==> config.mk <==
export PLATFORM = sky130hd
export DESIGN_NAME = speed_period_meter
export DESIGN_NICKNAME = d
export VERILOG_FILES = /design/src/rtl/speed_meter_pkg.sv /design/src/rtl/speed_period_meter_period_averager.sv /design/src/rtl/speed_period_meter.sv
export SDC_FILE = /design/constraint.sdc
export NUM_CORES = 1
export LEC_CHECK = 0
export CAP_MARGIN = 15
export CORE_UTILIZATION = 49
export DETAILED_ROUTE_END_ITERATION = 16
export GPL_ROUTABILITY_DRIVEN = 1
export HOLD_SLACK_MARGIN = 0.06
export PLACE_DENSITY_LB_ADDON = 0.2
export SETUP_SLACK_MARGIN = 0.1
export SLEW_MARGIN = 40
export SYNTH_ARGS = -nofsm -noshare
export SYNTH_HDL_FRONTEND = slang
export SYNTH_HIERARCHICAL = 1
export SYNTH_SLANG_ARGS = --single-unit
==> constraint.sdc <==
create_clock -name clk -period 7.5 [get_ports clk]
set_input_delay 2.25 -clock clk [delete_from_list [all_inputs] [get_ports clk]]
set_output_delay 2.25 -clock clk [all_outputs]
set_load 0.05 [all_outputs]
==> src/rtl/speed_meter_pkg.sv <==
// ---------------------------------------------------------------------------
// speed_meter_pkg
// Shared definitions for the speed/period meter:
//   - state_t          : controller FSM states (IDLE, REQ, WAIT_ACK, BUSY)
//   - DEF_RPM_K        : default divider dividend (50 MHz * 60 / 7 pole pairs)
//   - DEF_PERIOD_MAX   : default stall threshold in clk cycles (0.5 s @ 50 MHz)
//   - DEF_ACK_TIMEOUT  : default cycles to wait for the divider to acknowledge
//   - SYNC_STAGES      : depth of the zero-crossing input synchronizer
// ---------------------------------------------------------------------------
package speed_meter_pkg;

    typedef enum logic [1:0] {
        ST_IDLE     = 2'd0,
        ST_REQ      = 2'd1,
        ST_WAIT_ACK = 2'd2,
        ST_BUSY     = 2'd3
    } state_t;

    localparam logic [31:0] DEF_RPM_K       = 32'd428_571_428;
    localparam logic [31:0] DEF_PERIOD_MAX  = 32'd25_000_000;
    localparam int          DEF_ACK_TIMEOUT = 8;
    localparam int          SYNC_STAGES     = 2;

endpackage

==> src/rtl/speed_period_meter_period_averager.sv <==
// ---------------------------------------------------------------------------
// period_averager
// Moving average over the last four valid periods. While the history is
// refilling the average covers the samples available: 1 -> the sample,
// 2 -> sum >> 1, 3 -> mean of the two newest, 4 -> sum >> 2.
// o_avg_next is combinational and already includes i_sample, so the caller
// can register it in the same cycle it pushes.
// The module only exists when PERIOD_AVG_EN is defined.
// Ports:
//   clk, reset   : clock, asynchronous active-high reset
//   i_clear      : empty the history (first edge, stall, enable low)
//   i_push       : shift i_sample into the history
//   i_sample     : newest raw period
//   o_avg_next   : average including i_sample
// ---------------------------------------------------------------------------
`ifdef PERIOD_AVG_EN
module period_averager
    import speed_meter_pkg::*;
(
    input  logic        clk,
    input  logic        reset,
    input  logic        i_clear,
    input  logic        i_push,
    input  logic [31:0] i_sample,
    output logic [31:0] o_avg_next
);

    logic [31:0] r_samp [4];
    logic [33:0] r_sum;
    logic [2:0]  r_cnt;

    logic [33:0] w_sum_next;
    logic [32:0] w_pair;
    logic [2:0]  w_cnt_next;

    // Running sum: add the newcomer, drop the oldest once the window is full.
    assign w_sum_next = r_sum + {2'b00, i_sample}
                      - ((r_cnt == 3'd4) ? {2'b00, r_samp[3]} : 34'd0);
    assign w_pair     = {1'b0, i_sample} + {1'b0, r_samp[0]};
    assign w_cnt_next = (r_cnt == 3'd4) ? 3'd4 : r_cnt + 3'd1;

    always_comb begin
        case (w_cnt_next)
            3'd1:    o_avg_next = i_sample;
            3'd2:    o_avg_next = w_sum_next[32:1];
            // Three samples cannot be divided by a shift; use the two newest.
            3'd3:    o_avg_next = w_pair[32:1];
            default: o_avg_next = w_sum_next[33:2];
        endcase
    end

    // NOTE: the sample registers are reset like ordinary flops (not left as
    // uninitialised memory) so the running sum always matches the history.
    always_ff @(posedge clk or posedge reset) begin
        if (reset) begin
            for (int i = 0; i < 4; i++) r_samp[i] <= '0;
            r_sum <= '0;
            r_cnt <= '0;
        end else if (i_clear) begin
            for (int i = 0; i < 4; i++) r_samp[i] <= '0;
            r_sum <= '0;
            r_cnt <= '0;
        end else if (i_push) begin
            r_samp[0] <= i_sample;
            r_samp[1] <= r_samp[0];
            r_samp[2] <= r_samp[1];
            r_samp[3] <= r_samp[2];
            r_sum     <= w_sum_next;
            r_cnt     <= w_cnt_next;
        end
    end

endmodule
`endif

==> src/rtl/speed_period_meter.sv <==
// ---------------------------------------------------------------------------
// speed_period_meter
// Measures the period between rising zero-crossing edges, requests
// RPM_K / period from an external 32-bit divider and publishes the quotient
// as rpm. A period that reaches PERIOD_MAX declares a stall (rpm = 0).
// Optional feature: define PERIOD_AVG_EN to feed the divider a 4-sample
// moving average of the period instead of the raw period.
// Ports:
//   clk, reset        : clock, asynchronous active-high reset
//   enable            : measurement enable; low clears measurement state
//   zc_in             : raw zero-crossing comparator (asynchronous)
//   division_active   : divider busy flag
//   quotient          : divider result
//   start_division    : one-cycle divide request
//   dividend/divisor  : divider operands, stable from request to completion
//   rpm / rpm_valid   : speed result and its one-cycle update strobe
//   period            : last raw period in clk cycles
//   stalled           : no edge within PERIOD_MAX
//   div_error         : sticky, divider failed to acknowledge a request
// ---------------------------------------------------------------------------
module speed_period_meter
    import speed_meter_pkg::*;
#(
    parameter logic [31:0] RPM_K       = DEF_RPM_K,
    parameter logic [31:0] PERIOD_MAX  = DEF_PERIOD_MAX,
    parameter int          ACK_TIMEOUT = DEF_ACK_TIMEOUT
)(
    input  logic        clk,
    input  logic        reset,
    input  logic        enable,
    input  logic        zc_in,
    input  logic        division_active,
    input  logic [31:0] quotient,
    output logic        start_division,
    output logic [31:0] dividend,
    output logic [31:0] divisor,
    output logic [31:0] rpm,
    output logic        rpm_valid,
    output logic [31:0] period,
    output logic        stalled,
    output logic        div_error
);

    localparam logic [7:0] ACK_LAST = 8'(ACK_TIMEOUT - 1);

    // Input conditioning
    logic [SYNC_STAGES-1:0] r_zc_sync;
    logic                   r_zc_prev;
    logic                   r_edge;

    // Measurement state
    logic [31:0] r_count;
    logic        r_first;
    logic [31:0] r_period;
    logic        r_stalled;
    logic [31:0] r_pend;
    logic        r_pend_valid;
    logic [31:0] w_avg;
    logic        w_stall_evt;

    // Divider handshake
    state_t      r_state;
    state_t      w_state_next;
    logic        w_load;
    logic        w_done;
    logic        w_timeout;
    logic [7:0]  r_ack_cnt;
    logic        r_discard;
    logic [31:0] r_divisor;
    logic [31:0] r_rpm;
    logic        r_rpm_valid;
    logic        r_div_error;

    // NOTE: registers are written with non-blocking assignments so every
    // flop samples the values from before the clock edge.
    always_ff @(posedge clk or posedge reset) begin
        if (reset) begin
            r_zc_sync <= '0;
            r_zc_prev <= 1'b0;
            r_edge    <= 1'b0;
        end else begin
            r_zc_sync <= {r_zc_sync[SYNC_STAGES-2:0], zc_in};
            r_zc_prev <= r_zc_sync[SYNC_STAGES-1];
            // Registered edge pulse: three cycles from pin to pulse.
            r_edge    <= r_zc_sync[SYNC_STAGES-1] & ~r_zc_prev;
        end
    end

    // Counter is about to reach PERIOD_MAX with no edge to rescue it; an edge
    // in the same cycle wins.
    assign w_stall_evt = enable && !r_edge && (r_count == PERIOD_MAX - 32'd1);

`ifdef PERIOD_AVG_EN
    logic w_avg_clear;
    logic w_avg_push;

    assign w_avg_clear = !enable || w_stall_evt || (r_edge && r_first);
    assign w_avg_push  = enable && r_edge && !r_first;

    period_averager u_avg (
        .clk        (clk),
        .reset      (reset),
        .i_clear    (w_avg_clear),
        .i_push     (w_avg_push),
        .i_sample   (r_count),
        .o_avg_next (w_avg)
    );
`else
    assign w_avg = r_count;
`endif

    // Controller FSM
    always_ff @(posedge clk or posedge reset) begin
        if (reset) r_state <= ST_IDLE;
        else       r_state <= w_state_next;
    end

    // NOTE: every signal driven here gets a default first, so no path can
    // leave one unassigned and infer a latch.
    always_comb begin
        w_state_next   = r_state;
        start_division = 1'b0;
        w_load         = 1'b0;
        w_done         = 1'b0;
        w_timeout      = 1'b0;
        case (r_state)
            ST_IDLE: begin
                if (r_pend_valid && !r_stalled) begin
                    w_load       = 1'b1;
                    w_state_next = ST_REQ;
                end
            end
            ST_REQ: begin
                start_division = 1'b1;
                w_state_next   = ST_WAIT_ACK;
            end
            ST_WAIT_ACK: begin
                if (division_active) begin
                    w_state_next = ST_BUSY;
                end else if (r_ack_cnt == ACK_LAST) begin
                    w_timeout    = 1'b1;
                    w_state_next = ST_IDLE;
                end
            end
            ST_BUSY: begin
                if (!division_active) begin
                    w_done       = 1'b1;
                    w_state_next = ST_IDLE;
                end
            end
            default: w_state_next = ST_IDLE;
        endcase
    end

    // Measurement and result datapath. Later assignments in this block take
    // priority: edge/stall/enable handling overrides the FSM bookkeeping.
    always_ff @(posedge clk or posedge reset) begin
        if (reset) begin
            r_count      <= '0;
            r_first      <= 1'b1;
            r_period     <= '0;
            r_stalled    <= 1'b1;
            r_pend       <= '0;
            r_pend_valid <= 1'b0;
            r_ack_cnt    <= '0;
            r_discard    <= 1'b0;
            r_divisor    <= '0;
            r_rpm        <= '0;
            r_rpm_valid  <= 1'b0;
            r_div_error  <= 1'b0;
        end else begin
            r_rpm_valid <= 1'b0;

            if (!enable)                  r_count <= '0;
            else if (r_edge)              r_count <= 32'd1;
            else if (r_count != PERIOD_MAX) r_count <= r_count + 32'd1;

            if (r_state == ST_WAIT_ACK) r_ack_cnt <= r_ack_cnt + 8'd1;
            else                        r_ack_cnt <= '0;

            if (w_load) begin
                r_divisor    <= r_pend;
                r_pend_valid <= 1'b0;
                r_discard    <= 1'b0;
            end

            if (w_timeout) r_div_error <= 1'b1;

            if (w_done && !r_discard && enable) begin
                r_rpm       <= quotient;
                r_rpm_valid <= 1'b1;
            end

            if (!enable) begin
                // rpm is intentionally kept; an in-flight result is dropped.
                r_first      <= 1'b1;
                r_stalled    <= 1'b1;
                r_pend_valid <= 1'b0;
                r_discard    <= 1'b1;
            end else if (r_edge) begin
                if (r_first) begin
                    r_first <= 1'b0;
                end else begin
                    r_period     <= r_count;
                    r_stalled    <= 1'b0;
                    r_pend       <= w_avg;
                    r_pend_valid <= 1'b1;
                end
            end else if (w_stall_evt) begin
                r_stalled    <= 1'b1;
                r_first      <= 1'b1;
                r_pend_valid <= 1'b0;
                r_discard    <= 1'b1;
                r_rpm        <= '0;
                // Strobe only if this actually changes what downstream sees.
                if (!r_stalled || r_rpm != 32'd0) r_rpm_valid <= 1'b1;
            end
        end
    end

    assign dividend  = RPM_K;
    assign divisor   = r_divisor;
    assign rpm       = r_rpm;
    assign rpm_valid = r_rpm_valid;
    assign period    = r_period;
    assign stalled   = r_stalled;
    assign div_error = r_div_error;

endmodule

== Word level (Yosys, flattened, before mapping) ==
Cells that the tools add are included.
Cells by class
  reduce and logical (&&, ||, !) cells: 14
  bitwise operators: 3
  multiplexer cells: 41
  add/subtract/negate cells: 2
  equality and inequality tests: 12
Operator list (count)
  $mux W32: 7
  $add A32 B1 Y32 const B: 1
  $eq A32 B25 Y1 const B: 1
  $ne A32 B25 Y1 const B: 1
  $reduce_bool A32 Y1: 1
  $mux W1: 28
  $add A8 B1 Y8 const B: 1
  $eq A8 B3 Y1 const B: 1
  $mux W2: 4
  $mux W8: 1
  $pmux W2 S4: 1
  $ne A3 B1 Y1 const B: 2
  $ne A3 B3 Y1 const B: 2
  $reduce_and A3 Y1: 2
  $logic_and A1 B1 Y1: 5
  $eq A2 B2 Y1 const B: 2
  $ne A2 B2 Y1 const B: 2
  $logic_not A1 Y1: 3
  $eq A2 B1 Y1 const B: 1
  $logic_not A2 Y1: 1
  $not A1 Y1: 2
  $reduce_and A2 Y1: 1
  $and A1 B1 Y1: 1
  $logic_or A1 B1 Y1: 1
Word-level totals
  flip-flop bits (word level): 148
  input port bits: 37
  word-level logic and storage cells: 87
  output and inout bits: 132

== Logic depth before layout (Yosys ltp) ==
Gate-level depths: netlist of run 1.
  depth after elaboration: 9
  gate-level depth with buffers: 7
  gate-level depth less buffers: 6

== Least setup slack after synthesis of run 1 ==
OpenSTA, ideal clock, no wires.
  path kind: in2reg
  start point: input enable
  end point: register r_rpm[13], in the netlist rpm[13]
  slack: 3946 ps
  path buffers: 1
  stages: 5
  data arrival time: 3432 ps
  cells stage by stage: inv_1 -> nor4_2 -> buf_2 -> mux2i_1 -> nor2_1
Between the ends
  cells in the longest elaborated chain, start to end: 5
RTL lines
  start, declared: RTL line speed_period_meter.sv:30  | input logic enable,
  $logic_and A1 B1 Y1 (on tied branches): RTL line speed_period_meter.sv:189, speed_period_meter.sv:91
  $mux W32 / $logic_and A1 B1 Y1 (equally long branches): RTL line speed_period_meter.sv:189, speed_period_meter.sv:91
  $mux W32: RTL line speed_period_meter.sv:209  | end else if (w_stall_evt) begin
  $mux W32: RTL line speed_period_meter.sv:200  | end else if (r_edge) begin
  $mux W32 *: RTL line speed_period_meter.sv:194  | if (!enable) begin
  end signal, assigned: RTL line speed_period_meter.sv:190  | r_rpm <= quotient;
  end, declared: RTL line speed_period_meter.sv:70  | logic [31:0] r_rpm;
Every way passes the cells marked *; elsewhere a longest branch is shown, timed or not.
A chain may end at the register's enable or synchronous reset.

== Final worst setup path of run 1 ==
  start point: register r_state[1]
  end point: output start_division
Between the ends
  cells in the longest elaborated chain, start to end: 2
RTL lines
  start, declared: RTL line speed_period_meter.sv:62  | state_t r_state;
  start signal, assigned: RTL line speed_period_meter.sv:115  | else r_state <= w_state_next;
  $eq A2 B1 Y1: RTL line speed_period_meter.sv:126  | case (r_state)
  $mux W1: RTL line speed_period_meter.sv:126
  end, declared: RTL line speed_period_meter.sv:34  | output logic start_division,
No other way between the ends.

==> metrics.md, run 1 <==
| Metric | Value |
|---|---|
| Synth Area in Simple Gates | `15.2%` |
| Chip Height | `between 100 and 150 um` |
| Largest net degree at the start of global routing | `99` |
| DRT iter0 DRCs | `360` |
| Synth Area in XOR/XNOR | `2.38%` |
| Placer congestion estimate | `approximately 0.84` |
| Placed cell count | `roughly 850` |
| Ys Warns | `6` |
| Starting Density | `50.0%` |
| Mapped Cells | `562` |
| Psw | `~0.45 mW` |
| Part of the power in combinational logic | `about a tenth` |
| Peak supply drop | `0.000154 V` |
| Final period util | `55.8%` |
| Maximum clock rate | `between 200 and 250 MHz` |
| DIE WIDTH | `118 um` |
| Relative slew slack | `54.5%` |
| Total global routing overflow | `0` |
| Wirelength per Cell | `15.8 um` |
| Layout net count | `736` |
| CP startpoint | `r_state[1]` |
| Crit path DAT | `1.94 ns` |
| Worst-margin pin slew | `about 0.68 ns` |
| # IOs | `approximately 170` |
| Clk pwr share | `44.1%` |
| Total GRT Usage | `between 20% and 30%` |
| Max-cap viol count | `0` |
| Final setup fails | `0` |
| Clock H-tree levels | `4` |
| Final core occ | `between 60% and 70%` |
| Die ar. | `approximately 0.014 mm^2` |
| DP Area | `~0.008 mm^2` |
| Root buf cell | `clkbuf_16` |
| Fraction of layout cells with a size suffix above 1 | `15.4%` |
| Status | `finished clean` |
| Max-slew violations | `0` |
| Async S/R FF share, synth | `100%` |
| Initial antenna violation count | `0` |
| Cell accounting for the most synthesized area | `dfrtp_1` |
| WL final | `14.0 mm` |
| Hold/Removal Path Class | `register to register` |
| Worst-path clk slew | `0.06 ns` |
| WS Path Type | `register to output pin` |
| Share of power burned in registers | `46.1%` |
| Finished Layout Cells | `approximately 890` |
| Netlist Area Pre-Place | `around 0.0066 mm^2` |
| Critical path data required time | `between 5 and 6 ns` |
| First-pass iteration count of the detailed router | `4` |
| Setup TNS | `0 ns` |
| Vias/cell | `roughly 5.3` |
| R2R setup slack | `5.02 ns` |
| DPL Wire Length | `9.44 mm` |
| Remaining DRCs | `0` |
| Adder-Cell Fraction of Synth Area | `0.566%` |
| Sequential share of the synthesized area | `between 50 and 60%` |
| Core area | `between 0.01 and 0.015 mm^2` |
| Finished Cell Area | `0.00860 mm^2` |
| Synth Area per Inst | `11.8 um^2` |
| Largest family of logic cells by synthesized area | `multiplexers` |
| Top cell type's share of synthesized area | `55.1%` |
| Most frequent cell after synthesis | `dfrtp_1` |
| Worst hold start | `r_zc_sync[0]` |
| Diode count | `0` |
| Unique masters post-synth | `48` |
| Flops & latches, synth | `~150` |
| Minimum clock period | `4.19 ns` |
| PwrDens | `about 210 mW/mm^2` |
| Antenna-violating nets left | `0` |
| Mux cell area share after synthesis | `between 10% and 20%` |
| Post-CTS setup buffers | `0` |
| Global-route wire length before repair | `23.7 mm` |
| Worst setup EP type | `output pin` |
| Top_reg_cell synth | `dfrtp_1` |
| Vias in the first global route | `roughly 4.7k` |
| Compound-gate portion of the synthesized area | `approximately 3.5%` |
| Post-synth top cells | `dfrtp_1 (146), mux2_2 (64), nor2_1 (58)` |
| Sink Count | `148` |
| Worst hold slack | `about 0.34 ns` |
| CTS tree | `built` |
| Number of synthesized flops with an enable pin | `0` |
| Worst Setup Start Kind | `register` |
| Clock tree buffer depth | `2` |
| Clk Latency, worst-skew pair | `~0.41 ns` |
| Final hold violation count | `0` |
| Worst-path fanout max | `6` |
| P_int | `around 1.4 mW` |
| CTS Buf Count | `17` |
| Skew final | `0.0130 ns` |
| Resized Gates After CTS | `0` |
| RSZ-0062 raised after global routing | `no` |
| Leak Pwr | `3.85 nW` |
| Worst reg2reg startpoint | `r_count[7]` |
| Area Growth Syn to Fin | `29.7%` |
| Sw Share | `24.6%` |
| Vias post-DR | `about 4.7k` |
| Std cell rows | `between 40 and 50` |
| Synth area leaders | `dfrtp_1 (55%), mux2_2 (11%), mux2i_1 (5.4%)` |
| Hold_buf cts | `0` |
| Port bufs | `136` |
==> cells by family (layout without fill, tap and decap cells) <==
| kind of cell | count (synthesis) | after routing |
|---|---|---|
| simple gates | 186 | 186 |
| compound gates | 36 | 36 |
| xor+xnor | 18 | 18 |
| flops | 148 | 148 |
| other cells | 2 | 32 |
| mux | 100 | 100 |
| fa+ha+maj | 3 | 3 |
| buf+inv | 69 | 186 |
==> layer usage <==
metal  GRT usage (%)  vias up  wire, um
met5               0        -         0
met4            7.37        0       208
met3            5.69       15       602
met2            33.7      119      6780
met1            28.6     2332      6370
li1                -     2187         -
==> worst paths after layout <==
path / to / cells after the start
worst max-delay path: start_division / 2
min in group asynchronous: divisor[2] / 2
worst max register to register: r_count[27] / 4
max in group asynchronous: divisor[12] / 3
worst min-delay path: r_zc_sync[1] / 0
worst min register to register: r_zc_sync[1] / 0
==> registers in the layout, indices dropped and copies added (netlist names) <==
register,cells
r_count,32
stalled,1
r_edge,1
r_first,1
div_error,1
r_pend,32
divisor,32
rpm_valid,1
r_pend_valid,1
rpm,32
r_zc_prev,1
r_ack_cnt,8
r_state,2
r_zc_sync,2
r_discard,1
==> per-stage QoR <==
stage	worst slack (ns)	power (mW)
3_3_place_gp	3.13	1.03
4_1_cts	3.30	1.84
5_1_grt	3.24	1.89
2_1_floorplan	1.27	0.987
3_5_place_dp	3.03	1.04
6_report	3.31	1.82
==> worst max-delay path: stages, from the launching register on <==
cell and delay (ns):
dfrtp_1 0.44, nor2b_1 0.24, clkdlybuf4s50_1 0.84
==> power by group through the flow <==
stage                     logic (mW)  clock network [mW]  registers [mW]
after floorplan                0.110                   0           0.877
after global placement         0.176                   0           0.853
after detailed placement       0.181                   0           0.856
after CTS                      0.182               0.821           0.841
after global routing           0.193               0.858           0.844
final                          0.180               0.804           0.841
==> cell type report <==
type / count / area (um^2)
Clock buffer: 28 / 517
Clock inverter: 4 / 45.0
Fill cell: 1079 / 4650
Inverter: 12 / 52.6
Multi-Input combinational cell: 375 / 2650
Sequential cell: 148 / 3710
Tap cell: 176 / 220
Timing Repair Buffer: 142 / 1410
==> cell usage in the layout (no fill, tap or decap), types with 3 or more instances in the layout <==
cell type,instances
nand3_1,17
and3_1,5
mux2i_1,36
or4_1,11
clkdlybuf4s50_1,136
clkbuf_8,5
nand4_1,6
o211ai_1,3
nand2b_1,3
xor2_1,6
o31ai_1,6
inv_1,11
nor4_1,18
ha_1,3
xnor2_1,12
buf_4,6
nor2b_1,3
dfrtp_1,146
nor2_1,58
clkinv_2,3
clkbuf_1,6
mux2_2,64
or3_1,5
a21oi_1,13
a21o_1,3
o21ai_0,5
conb_1,32
nand2_1,25
nor4b_1,3
or2_2,4
clkbuf_16,17
and4_1,5
nor3_1,10
Power figures use the tool's default switching activity.
==> run 2, diff against run 1 <==
Settings changed: CORE_UTILIZATION 49 to 44.
Clock period 7.5 ns to 3.5 ns, I/O delays scaled along.
==> run 2 against run 1 <==
  * Combinational power rose by 120%
  * Setup slack got worse by 2.8 ns
  * Clock skew rose by 0.0031 ns
  * Critical endpoint unchanged
  * Critical path depth did not move
==> metrics.md, run 2 (synthesis gave the netlist of run 1 again) <==
| Metric | Value |
|---|---|
| Wirelength per Cell | `15.9 um (+0.96%)` |
| Area Growth Syn to Fin | `31.8%` |
| Resized Gates After CTS | `0 (unchanged)` |
| Skew final | `0.0161 ns (+0.00312 ns)` |
| Leak Pwr | `3.89 nW (+1.2%)` |
| WS Path Type | `register to output pin` |
| Clk Latency, worst-skew pair | `0.42 ns (about the same)` |
| Status | `finished clean` |
| Worst Setup Start Kind | `register` |
| Chip Height | `125 um (+5.4%)` |
| Fraction of layout cells with a size suffix above 1 | `16.2% (+0.78 points)` |
| Final setup margin | `0.505 ns (-2.81 ns)` |
| Vias in the first global route | `4,607 (-2.0%)` |
| Worst hold start | `r_zc_sync[0]` |
| Critical path's largest stage delay | `0.84 ns (about the same)` |
| Hold/Removal Path Class | `register to register` |
| Pwr Total | `4.10 mW (+120%)` |
| Worst setup EP type | `output pin` |
| Commonest cells after routing, fill and taps aside | `dfrtp_1 (146), clkdlybuf4s50_1 (136), mux2_2 (64)` |
| Cell Chain, Critical Path | `nor2b_1, clkdlybuf4s50_1` |
| Total GRT Usage | `19.3% (-2.1 points)` |
| RSZ-0062 raised after global routing | `no` |
| Relative slew slack | `56.4% (+1.9 points)` |
| Remaining DRCs | `0 (unchanged)` |
| PwrDens | `470 mW/mm^2 (+120%)` |
| Max-cap viol count | `0 (unchanged)` |
| Diode count | `0 (unchanged)` |
| Global-route wire length before repair | `23.8 mm (+0.52%)` |
| CTS tree | `built` |
| CP startpoint | `r_state[1]` |
| Final core occ | `59.9% (-5.0 points)` |
| Core area | `0.0146 mm^2 (+10%)` |
| CP top delay family | `buffers and inverters` |
| Slowest stage cell, crit path | `clkdlybuf4s50_1` |
| Worst reg2reg startpoint | `r_count[7]` |
| Maximum clock rate | `334 MHz` |
| Sink Count | `148 (unchanged)` |
| Layout net count | `739 (+0.41%)` |
| Initial antenna violation count | `0 (unchanged)` |
| Hold_buf cts | `0 (unchanged)` |
| Largest net degree at the start of global routing | `149 (+51%)` |
| Starting Density | `45.4% (-4.6 points)` |
| Final period util | `85.6%` |
| Placer congestion estimate | `0.818 (-3.0%)` |
| Final hold violation count | `0 (unchanged)` |
| Crit path DAT | `1.94 ns (about the same)` |
| Std cell rows | `44 (+4.8%)` |
| Post-CTS setup buffers | `0 (unchanged)` |
| WL final | `14.3 mm (+2.2%)` |
| Final setup fails | `0 (unchanged)` |
| Peak supply drop | `0.000338 V (+120%)` |
| Antenna-violating nets left | `0 (unchanged)` |
| Critical path data required time | `2.45 ns (-2.80 ns)` |
| DRT iter0 DRCs | `248 (-31%)` |
| Worst-path fanout max | `6 (unchanged)` |
| Total global routing overflow | `0 (unchanged)` |
| First-pass iteration count of the detailed router | `4 (unchanged)` |
| Vias/cell | `5.21 (-0.97%)` |
| Root buf cell | `clkbuf_16` |
| Max-slew violations | `0 (unchanged)` |
| Setup TNS | `0 ns (unchanged)` |
| DP Area | `0.00808 mm^2 (+0.58%)` |
| Clock H-tree levels | `4 (unchanged)` |
| DIE WIDTH | `125 um (+5.4%)` |
| # IOs | `169 (unchanged)` |
| Commonest non-fill, non-tap cell in the layout | `dfrtp_1` |
| Worst-path clk slew | `0.06 ns (about the same)` |
| CTS Buf Count | `17 (unchanged)` |
| Worst-margin pin slew | `0.652 ns (-0.0281 ns)` |
| Die ar. | `0.0156 mm^2 (+11%)` |
| Finished Cell Area | `0.00874 mm^2 (+1.6%)` |
| Clock tree buffer depth | `2 (unchanged)` |
| Vias post-DR | `4,665 (+0.26%)` |
| Minimum clock period | `2.99 ns` |
| Port bufs | `136 (unchanged)` |
| DP Worst Slack | `0.662 ns (-2.36 ns)` |
| Buf/Inv on CP | `1 (unchanged)` |
| DPL Wire Length | `9.58 mm (+1.4%)` |
## run 2: area by class of cell
cell class / instances / area [um^2]
fillers: 1162 / 5850
flip-flops and latches: 148 / 3710
multi-input cells: 375 / 2650
repair buffers: 145 / 1470
clock buffers: 23 / 478
well taps: 184 / 230
clock inverters: 9 / 150
inverters: 12 / 48.8
## run 2: worst reg2reg max path: stages (launching register included)
cell and delay [ns]:
dfrtp_1 0.51, nand4_2 0.25, or4_1 0.82, or4_1 0.61
a21oi_1 0.15
## run 2: final timing paths
path	endpoint	cells after the start	slack [ns]
worst max-delay path	start_division	2	0.51
worst min-delay path	r_zc_sync[1]	0	0.35
worst max register to register	r_count[29]	4	1.09
worst min register to register	r_zc_sync[1]	0	0.35
max in group asynchronous	r_pend[22]	4	1.68
min in group asynchronous	r_ack_cnt[6]	3	1.06
## run 2: layer usage
metal  GRT usage, %  part of all wire [%]  wire length [um]  vias up
li1               -                     -                 -     2199
met1           26.0                    45              6470     2319
met2           29.5                    49              6930      131
met3           5.07                   4.4               625       16
met4           7.65                   1.7               247        0
met5              0                     0                 0        -
## run 2: report_power, final
part	total (mW)	internal [mW]	switching, mW
Combinational	0.389	0.124	0.265
Clock	1.91	1.25	0.666
Sequential	1.80	1.76	0.0455
## run 2: through the flow
step                      cells  hold slack (ns)
after floorplan             592            0.331
after global placement      863            0.335
after detailed placement    863            0.336
after CTS                   895            0.348
after global routing        896            0.354
final                       896            0.347
==> run 3, diff against run 2 <==
Settings changed: CORE_MARGIN set to 2, HOLD_SLACK_MARGIN 0.06 to 0.02, PLACE_DENSITY set to 0.73, PLACE_DENSITY_LB_ADDON 0.2 to not set.
==> run 3 against run 2 <==
  * First-iteration DRC count is 56% higher
  * Sequential share of layout area hardly changed
  * Die area is 3.2% higher
  * Sequential power hardly changed
  * Largest power group unchanged
  * Clock power hardly changed
  * Sequential cell count stayed put
  * Global-route usage is 0.60 points lower
  * Final area hardly changed
  * Via count is 2.1% higher
  * Clock-buffer cell count is 3 lower
  * Total power is 0.30% higher
  * Combinational power hardly changed
==> metrics.md, run 3 (synthesis gave the netlist of run 1 again) <==
| Metric | Value |
|---|---|
| RSZ-0062 raised after global routing | `no` |
| Core area | `0.0146 mm^2 (+0.38%)` |
| Hold/Removal Path Class | `register to register` |
| Critical path data required time | `2.45 ns (about the same)` |
| Hold_buf cts | `0 (unchanged)` |
| Area Growth Syn to Fin | `31.9% (about the same)` |
| WL final | `14.5 mm (+1.9%)` |
| Commonest cells after routing, fill and taps aside | `dfrtp_1 (146), clkdlybuf4s50_1 (136), mux2_2 (64)` |
| WS Path Type | `register to output pin` |
| Global-route wire length before repair | `23.8 mm (about the same)` |
| Initial antenna violation count | `0 (unchanged)` |
| Clk Latency, worst-skew pair | `0.43 ns (about the same)` |
| Commonest non-fill, non-tap cell in the layout | `dfrtp_1` |
| Sink Count | `148 (unchanged)` |
| Post-CTS setup buffers | `0 (unchanged)` |
| Finished Layout Cells | `896 (unchanged)` |
| Resized Gates After CTS | `0 (unchanged)` |
| Crit path DAT | `1.98 ns (+0.04 ns)` |
| Vias in the first global route | `4,631 (+0.52%)` |
| Skew final | `0.0130 ns (-0.00313 ns)` |
| Port bufs | `136 (unchanged)` |
| Placed cell count | `863 (unchanged)` |
| Clock tree buffer depth | `2 (unchanged)` |
| CTS tree | `built` |
| Worst-path clk slew | `0.06 ns (about the same)` |
| Final setup margin | `0.474 ns (-0.0314 ns)` |
| Root buf cell | `clkbuf_16` |
| DPL Wire Length | `10.0 mm (+4.5%)` |
| Diode count | `0 (unchanged)` |
| Worst Setup Start Kind | `register` |
| PwrDens | `471 mW/mm^2 (+0.21%)` |
| Layout net count | `739 (unchanged)` |
| Total global routing overflow | `0 (unchanged)` |
| Std cell rows | `44 (unchanged)` |
| Status | `finished clean` |
| Pwr Total | `4.12 mW (+0.30%)` |
| Worst-path fanout max | `6 (unchanged)` |
| Final hold violation count | `0 (unchanged)` |
| Fraction of layout cells with a size suffix above 1 | `16.4% (+0.28 points)` |
| Relative slew slack | `55.6% (-0.77 points)` |
| CTS Buf Count | `17 (unchanged)` |
| # IOs | `169 (unchanged)` |
| Worst-margin pin slew | `0.664 ns (+0.0115 ns)` |
| Maximum clock rate | `330 MHz (-1.0%)` |
| First-pass iteration count of the detailed router | `4 (unchanged)` |
| Leak Pwr | `3.89 nW (about the same)` |
| Max-slew violations | `0 (unchanged)` |
| Clock H-tree levels | `4 (unchanged)` |
| Finished Cell Area | `0.00874 mm^2 (about the same)` |
| Starting Density | `45.3% (-0.17 points)` |
| Max-cap viol count | `0 (unchanged)` |
| Die ar. | `0.0161 mm^2 (+3.2%)` |
| Fillers | `1,179 (+1.5%)` |
| Antenna-violating nets left | `0 (unchanged)` |
| Final period util | `86.5% (+0.90 points)` |
| R2R setup slack | `1.07 ns (-0.02 ns)` |
| DIE WIDTH | `127 um (+1.6%)` |
| Remaining DRCs | `0 (unchanged)` |
| Peak supply drop | `0.000330 V (-2.5%)` |
| Total GRT Usage | `18.7% (-0.60 points)` |
| Final setup fails | `0 (unchanged)` |
| Vias/cell | `5.32 (+2.1%)` |
| Wirelength per Cell | `16.2 um (+1.9%)` |
| DP Area | `0.00808 mm^2 (unchanged)` |
| Minimum clock period | `3.03 ns (+0.0314 ns)` |
| DP Worst Slack | `0.604 ns (-0.0588 ns)` |
| Placer congestion estimate | `0.853 (+4.3%)` |
| Chip Height | `127 um (+1.6%)` |
| Worst setup EP type | `output pin` |
| DRT iter0 DRCs | `388 (+56%)` |
| Largest net degree at the start of global routing | `149 (unchanged)` |
| Setup TNS | `0 ns (unchanged)` |
| Vias post-DR | `4,765 (+2.1%)` |
run 3: changes by cell type in the layout (fill, tap and decap cells not counted):
cell and delta:
clkbuf_8 -1, clkinvlp_4 +1, clkinv_4 +3, clkbuf_1 -2
clkinv_2 -1
run 3: layout make-up:
cell class,instances,area [um^2],share of cell area (%)
inverters,12,48.8,0.558
repair buffers,145,1470,16.9
flip-flops and latches,148,3710,42.4
well taps,184,230,2.63
clock inverters,12,179,2.05
multi-input cells,375,2650,30.3
clock buffers,20,457,5.22
run 3: final timing paths:
path | startpoint | depth (start not counted) | endpoint
max in group asynchronous | reset | 4 | stalled
min in group asynchronous | reset | 3 | divisor[0]
setup reg to reg | r_count[3] | 4 | r_count[29]
hold / removal | r_zc_sync[0] | 0 | r_zc_sync[1]
setup / recovery | r_state[1] | 2 | start_division
hold reg to reg | r_zc_sync[0] | 0 | r_zc_sync[1]
run 3: routing by layer:
layer / vias to the layer above / global-route usage, % / share of wire (%) / wire length (um)
li1: 2202 / - / - / -
met5: - / 0 / 0 / 0
met3: 17 / 4.98 / 4.5 / 653
met4: 0 / 6.79 / 1.4 / 197
met1: 2399 / 24.2 / 43 / 6290
met2: 147 / 30.4 / 51 / 7400
run 3: per-stage QoR:
stage	hold WS (ns)	util, %
2_1_floorplan	0.331	-
3_3_place_gp	0.342	55.2
3_5_place_dp	0.346	55.2
4_1_cts	0.355	59.5
5_1_grt	0.360	59.7
6_report	0.352	59.7
run 3: worst max-delay path, stage by stage (launching register included):
cell,delay (ns)
dfrtp_1,0.44
nor2b_1,0.26
clkdlybuf4s50_1,0.86
run 3: power breakdown:
group | internal [mW] | total, mW | switching (mW)
registers | 1.76 | 1.80 | 0.0450
logic | 0.124 | 0.391 | 0.267
clock network | 1.23 | 1.92 | 0.694
